`src/rtl/except_arbiter_nway_pkg.sv`:
```
// Shared cpu_defs: exception vector layout, CP0 view, redirect request
// and MIPS exception codes/vector offsets for the commit-stage arbiter.
package cpu_defs;

   localparam int NUM_LANES = 2;
   localparam int LANE_W    = (NUM_LANES > 1) ? $clog2(NUM_LANES) : 1;

   // MSB first: iaddr_illegal is the top bit of each lane slice
   typedef struct packed {
      logic iaddr_illegal;
      logic iaddr_miss;
      logic iaddr_invalid;
      logic syscall;
      logic brk;
      logic overflow;
      logic trap;
      logic fpe;
      logic eret;
      logic priv_inst;
      logic invalid_inst;
      logic daddr_unaligned;
      logic daddr_illegal;
      logic daddr_miss;
      logic daddr_invalid;
      logic daddr_readonly;
   } ExceptVec_t;

   localparam int EXC_VEC_W = $bits(ExceptVec_t);

   typedef struct packed {
      logic        ie;
      logic        exl;
      logic        erl;
      logic        bev;
      logic        iv;
      logic [19:0] ebase;
      logic [31:0] epc;
      logic [31:0] error_epc;
      logic        user_mode;
   } CP0View_t;

   typedef struct packed {
      logic [4:0]        code;
      logic              eret;
      logic [31:0]       cur_pc;
      logic              delayslot;
      logic [31:0]       extra;
      logic [31:0]       jump_pc;
      logic [LANE_W-1:0] lane;
   } ExceptReq_t;

   typedef enum logic [1:0] {
      ST_IDLE,
      ST_REDIRECT,
      ST_MASK
   } arb_state_e;

   localparam logic [4:0] EXCCODE_INT  = 5'd0;
   localparam logic [4:0] EXCCODE_MOD  = 5'd1;
   localparam logic [4:0] EXCCODE_TLBL = 5'd2;
   localparam logic [4:0] EXCCODE_TLBS = 5'd3;
   localparam logic [4:0] EXCCODE_ADEL = 5'd4;
   localparam logic [4:0] EXCCODE_ADES = 5'd5;
   localparam logic [4:0] EXCCODE_SYS  = 5'd8;
   localparam logic [4:0] EXCCODE_BP   = 5'd9;
   localparam logic [4:0] EXCCODE_RI   = 5'd10;
   localparam logic [4:0] EXCCODE_CPU  = 5'd11;
   localparam logic [4:0] EXCCODE_OV   = 5'd12;
   localparam logic [4:0] EXCCODE_TR   = 5'd13;
   localparam logic [4:0] EXCCODE_FPE  = 5'd15;

   localparam logic [31:0] BOOT_VEC    = 32'hBFC0_0200;
   localparam logic [11:0] OFS_REFILL  = 12'h000;
   localparam logic [11:0] OFS_GENERAL = 12'h180;
   localparam logic [11:0] OFS_INT     = 12'h200;

   function automatic logic [31:0] vec_target(
      input logic        bev,
      input logic        exl,
      input logic        iv,
      input logic [19:0] ebase,
      input logic [4:0]  code
   );
      logic [11:0] ofs;
      if ((code == EXCCODE_TLBL || code == EXCCODE_TLBS) && !exl)
         ofs = OFS_REFILL;
      else if (code == EXCCODE_INT && iv && !exl)
         ofs = OFS_INT;
      else
         ofs = OFS_GENERAL;
      return bev ? (BOOT_VEC + {20'h0, ofs}) : {ebase, ofs};
   endfunction

endpackage

```
`src/rtl/except_arbiter_nway_lane_decode.sv`:
```
// Per-lane cause encoder: collapses one ExceptVec_t into the
// highest-priority cause code, eret flag and extra word.
module except_lane_decode
   import cpu_defs::*;
(
   input  ExceptVec_t  exc,
   input  logic [31:0] pc,
   input  logic [31:0] daddr,
   input  logic        mem_we,
   input  logic        user_mode,
   output logic        hit,
   output logic [4:0]  code,
   output logic        eret,
   output logic [31:0] extra
);

   logic priv;

   assign priv = exc.priv_inst & user_mode;

   always_comb begin
      hit   = 1'b1;
      code  = '0;
      eret  = 1'b0;
      extra = '0;
      priority case (1'b1)
         exc.iaddr_illegal: begin
            code  = EXCCODE_ADEL;
            extra = pc;
         end
         exc.iaddr_miss, exc.iaddr_invalid: begin
            code  = EXCCODE_TLBL;
            extra = pc;
         end
         exc.syscall:  code = EXCCODE_SYS;
         exc.brk:      code = EXCCODE_BP;
         exc.overflow: code = EXCCODE_OV;
         exc.trap:     code = EXCCODE_TR;
         exc.fpe:      code = EXCCODE_FPE;
         exc.eret:     eret = 1'b1;
         priv: begin
            code  = EXCCODE_CPU;
            extra = 32'd1;
         end
         exc.invalid_inst: code = EXCCODE_RI;
         exc.daddr_unaligned, exc.daddr_illegal: begin
            code  = mem_we ? EXCCODE_ADES : EXCCODE_ADEL;
            extra = daddr;
         end
         exc.daddr_miss, exc.daddr_invalid: begin
            code  = mem_we ? EXCCODE_TLBS : EXCCODE_TLBL;
            extra = daddr;
         end
         exc.daddr_readonly: begin
            code  = EXCCODE_MOD;
            extra = daddr;
         end
         default: hit = 1'b0;
      endcase
   end

endmodule

```
`src/rtl/except_arbiter_nway.sv`:
```
// Precise-exception arbiter at the commit boundary with redirect handshake.
// EXCEPT_ARB_COUNTER_EN adds exc_count/irq_count redirect counters.
module except_arbiter_nway
   import cpu_defs::*;
#(
   parameter int LANES           = NUM_LANES,
   parameter int IRQ_WIDTH       = 8,
   parameter int IRQ_SYNC_STAGES = 2,
   parameter int IRQ_MASK_CYCLES = 2
) (
   input  logic                       clk,
   input  logic                       rst_n,
   input  logic [LANES-1:0]           lane_valid,
   input  logic [LANES*EXC_VEC_W-1:0] lane_except,
   input  logic [LANES*32-1:0]        lane_pc,
   input  logic [LANES-1:0]           lane_delayslot,
   input  logic [LANES*32-1:0]        lane_daddr,
   input  logic [LANES-1:0]           lane_mem_we,
   input  logic [IRQ_WIDTH-1:0]       irq_raw,
   input  CP0View_t                   cp0_in,
   input  logic                       redirect_ready,
   output logic                       flush,
   output logic                       req_valid,
   output ExceptReq_t                 req,
   output logic                       busy
`ifdef EXCEPT_ARB_COUNTER_EN
   ,
   output logic [31:0]                exc_count,
   output logic [31:0]                irq_count
`endif
);

   localparam int MASK_W = (IRQ_MASK_CYCLES > 0) ?
                           $clog2(IRQ_MASK_CYCLES + 1) : 1;

   logic [IRQ_SYNC_STAGES-1:0][IRQ_WIDTH-1:0] sync_q, sync_d;
   logic [IRQ_WIDTH-1:0] irq_sync;

   logic [LANES-1:0]       dec_hit;
   logic [LANES-1:0][4:0]  dec_code;
   logic [LANES-1:0]       dec_eret;
   logic [LANES-1:0][31:0] dec_extra;

   arb_state_e  state_q, state_d;
   ExceptReq_t  req_q, req_d;
   logic        req_valid_q, req_valid_d;
   logic        flush_q, flush_d;
   logic        busy_q, busy_d;
   logic [MASK_W-1:0] mask_cnt_q, mask_cnt_d;

   logic        irq_take;
   logic        sel_hit;
   logic        sel_ok;
   ExceptReq_t  sel_req;
   logic        accept;

   always_comb begin
      sync_d[0] = irq_raw;
      for (int s = 1; s < IRQ_SYNC_STAGES; s++)
         sync_d[s] = sync_q[s-1];
   end

   always_ff @(posedge clk or negedge rst_n) begin
      if (!rst_n)
         sync_q <= '0;
      else
         sync_q <= sync_d;
   end

   assign irq_sync = sync_q[IRQ_SYNC_STAGES-1];

   for (genvar i = 0; i < LANES; i++) begin : g_lane
      ExceptVec_t exc_v;
      assign exc_v = lane_except[i*EXC_VEC_W +: EXC_VEC_W];
      except_lane_decode u_dec (
         .exc       (exc_v),
         .pc        (lane_pc[i*32 +: 32]),
         .daddr     (lane_daddr[i*32 +: 32]),
         .mem_we    (lane_mem_we[i]),
         .user_mode (cp0_in.user_mode),
         .hit       (dec_hit[i]),
         .code      (dec_code[i]),
         .eret      (dec_eret[i]),
         .extra     (dec_extra[i])
      );
   end

   assign irq_take = cp0_in.ie & ~cp0_in.exl & ~cp0_in.erl &
                     (|irq_sync) & (mask_cnt_q == '0) &
                     (state_q == ST_IDLE);

   // Scan youngest to oldest so the oldest excepting lane lands last
   always_comb begin
      sel_hit = 1'b0;
      sel_req = '0;
      if (irq_take) begin
         sel_hit           = 1'b1;
         sel_req.code      = EXCCODE_INT;
         sel_req.extra     = 32'(irq_sync);
         sel_req.cur_pc    = lane_pc[31:0];
         sel_req.delayslot = lane_delayslot[0];
      end else begin
         for (int i = LANES - 1; i >= 0; i--) begin
            if (lane_valid[i] && dec_hit[i]) begin
               sel_hit           = 1'b1;
               sel_req.code      = dec_code[i];
               sel_req.eret      = dec_eret[i];
               sel_req.extra     = dec_extra[i];
               sel_req.cur_pc    = lane_pc[i*32 +: 32];
               sel_req.delayslot = lane_delayslot[i];
               sel_req.lane      = LANE_W'(i);
            end
         end
      end
      if (sel_req.eret)
         sel_req.jump_pc = cp0_in.erl ? cp0_in.error_epc : cp0_in.epc;
      else
         sel_req.jump_pc = vec_target(cp0_in.bev, cp0_in.exl, cp0_in.iv,
                                      cp0_in.ebase, sel_req.code);
      sel_ok = sel_hit &&
               (state_q == ST_IDLE || state_q == ST_MASK);
   end

   assign accept = (state_q == ST_REDIRECT) && redirect_ready;

   always_comb begin
      state_d     = state_q;
      req_d       = req_q;
      req_valid_d = req_valid_q;
      flush_d     = flush_q;
      busy_d      = busy_q;
      mask_cnt_d  = mask_cnt_q;
      unique case (state_q)
         ST_IDLE, ST_MASK: begin
            if (state_q == ST_MASK) begin
               if (mask_cnt_q <= MASK_W'(1)) begin
                  state_d    = ST_IDLE;
                  mask_cnt_d = '0;
               end else begin
                  mask_cnt_d = mask_cnt_q - 1'b1;
               end
            end
            if (sel_ok) begin
               state_d     = ST_REDIRECT;
               req_d       = sel_req;
               req_valid_d = 1'b1;
               flush_d     = 1'b1;
               busy_d      = 1'b1;
               mask_cnt_d  = '0;
            end
         end
         ST_REDIRECT: begin
            if (redirect_ready) begin
               req_d       = '0;
               req_valid_d = 1'b0;
               flush_d     = 1'b0;
               busy_d      = 1'b0;
               if (IRQ_MASK_CYCLES == 0) begin
                  state_d = ST_IDLE;
               end else begin
                  state_d    = ST_MASK;
                  mask_cnt_d = MASK_W'(IRQ_MASK_CYCLES);
               end
            end
         end
         default: state_d = ST_IDLE;
      endcase
   end

   always_ff @(posedge clk or negedge rst_n) begin
      if (!rst_n) begin
         state_q     <= ST_IDLE;
         req_q       <= '0;
         req_valid_q <= 1'b0;
         flush_q     <= 1'b0;
         busy_q      <= 1'b0;
         mask_cnt_q  <= '0;
      end else begin
         state_q     <= state_d;
         req_q       <= req_d;
         req_valid_q <= req_valid_d;
         flush_q     <= flush_d;
         busy_q      <= busy_d;
         mask_cnt_q  <= mask_cnt_d;
      end
   end

   assign flush     = flush_q;
   assign req_valid = req_valid_q;
   assign req       = req_q;
   assign busy      = busy_q;

`ifdef EXCEPT_ARB_COUNTER_EN
   logic [31:0] exc_cnt_q, exc_cnt_d;
   logic [31:0] irq_cnt_q, irq_cnt_d;
   logic        is_int;

   assign is_int = (req_q.code == EXCCODE_INT) && !req_q.eret;

   always_comb begin
      exc_cnt_d = exc_cnt_q;
      irq_cnt_d = irq_cnt_q;
      if (accept && is_int)
         irq_cnt_d = irq_cnt_q + 32'd1;
      else if (accept)
         exc_cnt_d = exc_cnt_q + 32'd1;
   end

   always_ff @(posedge clk or negedge rst_n) begin
      if (!rst_n) begin
         exc_cnt_q <= '0;
         irq_cnt_q <= '0;
      end else begin
         exc_cnt_q <= exc_cnt_d;
         irq_cnt_q <= irq_cnt_d;
      end
   end

   assign exc_count = exc_cnt_q;
   assign irq_count = irq_cnt_q;
`else
   logic unused_accept;
   assign unused_accept = accept;
`endif

endmodule

```
`config.mk`:
```
export PLATFORM = sky130hd
export DESIGN_NAME = except_arbiter_nway
export DESIGN_NICKNAME = d
export VERILOG_FILES = /design/src/rtl/except_arbiter_nway_pkg.sv /design/src/rtl/except_arbiter_nway_lane_decode.sv /design/src/rtl/except_arbiter_nway.sv
export SDC_FILE = /design/constraint.sdc
export NUM_CORES = 1
export LEC_CHECK = 0
export BUFFER_PORTS_ARGS = -buffer_cell sky130_fd_sc_hd__buf_2
export CELL_PAD_IN_SITES_DETAIL_PLACEMENT = 1
export CELL_PAD_IN_SITES_GLOBAL_PLACEMENT = 1
export CORE_MARGIN = 10
export CORE_UTILIZATION = 32
export DETAILED_ROUTE_END_ITERATION = 16
export GPL_ROUTABILITY_DRIVEN = 0
export PLACE_DENSITY = 0.88
export SLEW_MARGIN = 20
export SYNTH_ARGS = -nofsm -noshare
export SYNTH_HDL_FRONTEND = slang
export SYNTH_SLANG_ARGS = --single-unit
```
`constraint.sdc`:
```
create_clock -name clk -period 3.16 [get_ports clk]
set_clock_uncertainty 0.1 [all_clocks]
set_input_delay 0.632 -clock clk [delete_from_list [all_inputs] [get_ports clk]]
set_output_delay 0.632 -clock clk [all_outputs]
set_load 0.02 [all_outputs]
```
==> flow_summary.json <==
{
  "status": "finished clean",
  "cts_hold_buf": 0,
  "clockBufferDepth": 2,
  "crit_buf_inv": 0,
  "port_buffers": 372,
  "pre_cts_ws_ps": -31.9,
  "antenna_found_initial": 2,
  "grt_overflow": 0,
  "finalPower_mw": 7.90,
  "critPathLaunchType": "flip-flop",
  "path_delay_family": "simple AND/OR/NAND/NOR gates",
  "initial_core_util": 0.328,
  "worst_pin_slew_ps": 1070,
  "synthArstFlopShare": 1.00,
  "grt_max_degree": 70,
  "synth_edf_count": 0,
  "cp_max_fo": 6,
  "min_period_ps": 2850,
  "vias_per_cell": 5.68,
  "first_iter_violations": 468,
  "clock_latency_ps": 410,
  "final_nets": 1324,
  "cts.sinks": 124,
  "pin_count": 374,
  "core_um2": 20400,
  "finalHoldViolCount": 0,
  "ant_nets": 0,
  "post-route-drc-count": 0,
  "criticalPathCategory": "flip-flop to flip-flop",
  "cts_setup_buffers": 0,
  "grt_pass1_wl_um": 48400,
  "ys_seq_elements": 124,
  "synthTopCellsByArea": "dfrtp_1 (46%), a22oi_1 (9.0%), a22o_1 (6.2%), nand2_1 (5.5%), mux2i_1 (4.9%)",
  "yosysTopAreaCell": "dfrtp_1",
  "dp_hpwl_um": 24900,
  "slew_headroom": 0.287,
  "firstDrtPassIters": 5,
  "ys.flop_type": "dfrtp_1",
  "numCtsBuffers": 17,
  "yosysSeqAreaShare": 0.465,
  "clk_pin_slew_ps": 70,
  "ys_types": 58,
  "hold_class": "input port to async pin",
  "peakVddDrop_uv": 352,
  "tns_ps": 0,
  "syn_avg_cell_area_um2": 9.55,
  "cts_resized": 0,
  "dieArea_um2": 27100,
  "report.final.slew_viol_count": 0,
  "syn_inst": 699,
  "cellLeakagePower_nw": 4.79,
  "synth_warnings": 0,
  "grt_use_total": 0.229,
  "routedWlPerCell_um": 24.3,
  "power_density_nw_per_um2": 824,
  "rrSetupSlack_ps": 310,
  "syn_area_um2": 6680,
  "cts_tree": "yes",
  "ff2ff_path_depth": 10,
  "ctsRootBufferMaster": "clkbuf_16",
  "netlist.area_leader.share": 0.465,
  "rsz0062_at_grt": "no",
  "rows": 52,
  "cp-end-kind": "flip-flop",
  "wirelength_um": 32600,
  "area_growth_pct": 43.5,
  "die_w_um": 164,
  "worstReg2RegEnd": "req[10]",
  "slowest_stage": "dfrtp_1",
  "drv_cap": 0,
  "worstReg2RegStart": "state_q[1]",
  "synth_nets": 967,
  "path_cells": "or3b_4 -> nor4_4 -> and2_1 -> nor2_1 -> a32oi_2 -> nand2_1 -> nor4_1 -> ha_1 -> o21ai_0 -> o21ai_1",
  "max_stage_delay_ps": 430,
  "num_vias": 7625,
  "finalCritPeriodShare": 0.903,
  "required_ps": 3360,
  "setup-violations-final": 0,
  "htree_num_levels": 4,
  "grt_pass1_vias": 8334,
  "drive_gt1_frac": 0.423,
  "max_freq_mhz": 350,
  "die_h_um": 164,
  "arrival_ps": 3050,
  "setup_slack_ps": 306
}
-- sequential cells by signal, indices dropped and copies added, names as in the netlist --
name / flops
mask_cnt_q: 2
sync_d: 8
req: 103
busy: 1
state_q: 2
irq_sync: 8
-- Yosys cell counts, types with 13 or more instances --
master and n:
dfrtp_1 124, a22oi_1 80, mux2i_1 33, nor3_1 13, a32oi_1 17, nor2_1 22
a21oi_1 36, a22o_1 47, nand2_1 98, buf_2 24, o21ai_0 36, clkbuf_1 31
o21ai_1 21, o22ai_1 25
-- layout make-up --
| type | instances | area [um2] |
|---|---|---|
| fillers | 2454 | 10800 |
| multi-input cells | 503 | 3280 |
| flip-flops and latches | 124 | 3100 |
| repair buffers | 402 | 2190 |
| clock buffers | 19 | 443 |
| well taps | 270 | 338 |
| clock inverters | 13 | 190 |
| inverters | 8 | 30.0 |
| diodes | 4 | 10.0 |
-- logic make-up (layout without fill, tap and decap cells) --
kind of cell | Yosys count | in the layout | synth area share
DFF | 124 | 124 | 0.465
other | 1 | 5 | 0.000561
AOI/OAI and AO/OA | 299 | 299 | 0.318
and+or+nand+nor | 169 | 169 | 0.117
adders and majority gates | 1 | 1 | 0.00187
buffers and inverters | 72 | 442 | 0.0489
muxes | 33 | 33 | 0.0495
-- layout by cell type (no fill, tap or decap), types with 3 or more instances in the layout --
master | Yosys | final
buf_2 | 24 | 371
dfrtp_1 | 124 | 124
nand2_1 | 98 | 98
a22oi_1 | 80 | 80
a22o_1 | 47 | 47
o21ai_0 | 36 | 36
a21oi_1 | 36 | 35
mux2i_1 | 33 | 33
o22ai_1 | 25 | 25
buf_4 | 3 | 22
nor2_1 | 22 | 21
o21ai_1 | 21 | 21
a32oi_1 | 17 | 17
clkbuf_16 | 0 | 17
nor3_1 | 13 | 13
o221ai_1 | 8 | 8
buf_12 | 0 | 8
inv_1 | 7 | 7
nor4_1 | 5 | 5
nand3_1 | 5 | 5
diode_2 | 0 | 4
a2111oi_0 | 4 | 4
bufinv_16 | 0 | 4
clkinvlp_4 | 0 | 4
nand2b_1 | 3 | 3
nand4_1 | 3 | 3
a211o_1 | 3 | 3
a31oi_1 | 3 | 3
-- worst register-to-register path, stage by stage (launching register included) --
cell and delay [ps]:
dfrtp_1 430, or3b_4 410, nor4_4 320, and2_1 320
nor2_1 100, a32oi_2 220, nand2_1 80, nor4_1 230
ha_1 290, o21ai_0 170, o21ai_1 80
-- report_power, final --
| group | total, mW | switching [mW] | leakage, nW | internal (mW) |
|---|---|---|---|---|
| combinational | 3.26 | 2.15 | 2.91 | 1.12 |
| sequential | 2.50 | 0.341 | 1.58 | 2.16 |
| clock | 2.13 | 0.783 | 0.296 | 1.35 |
-- worst max-delay path by stage --
stage | from | endpoint | slack [ps] | cells after the start
floorplan | cp0_in[89] | req[10] | 390 | 11
finish | state_q[1] | req[10] | 310 | 10
CTS | state_q[1] | req[10] | 310 | 10
detailed placement | lane_except[4] | req[39] | -30 | 9
global route | state_q[1] | req[10] | 120 | 10
global placement | cp0_in[89] | req[69] | 150 | 8
-- stage by stage --
stage | utilization | hold slack (ps) | cells | area (um2)
floorplan | - | 231 | 699 | 6680
global placement | 0.439 | 232 | 1307 | 8940
detailed placement | 0.439 | 236 | 1307 | 8940
CTS | 0.470 | 138 | 1339 | 9580
global route | 0.470 | 163 | 1341 | 9580
finish | 0.471 | 116 | 1343 | 9590
-- per-layer routing --
metal | vias to the layer above | global-route usage | share of wire
li1 | 3396 | - | -
met1 | 3784 | 0.262 | 0.38
met2 | 391 | 0.388 | 0.50
met3 | 54 | 0.0767 | 0.098
met4 | 0 | 0.0906 | 0.025
met5 | - | 0 | 0
Power figures use the tool's default switching activity.
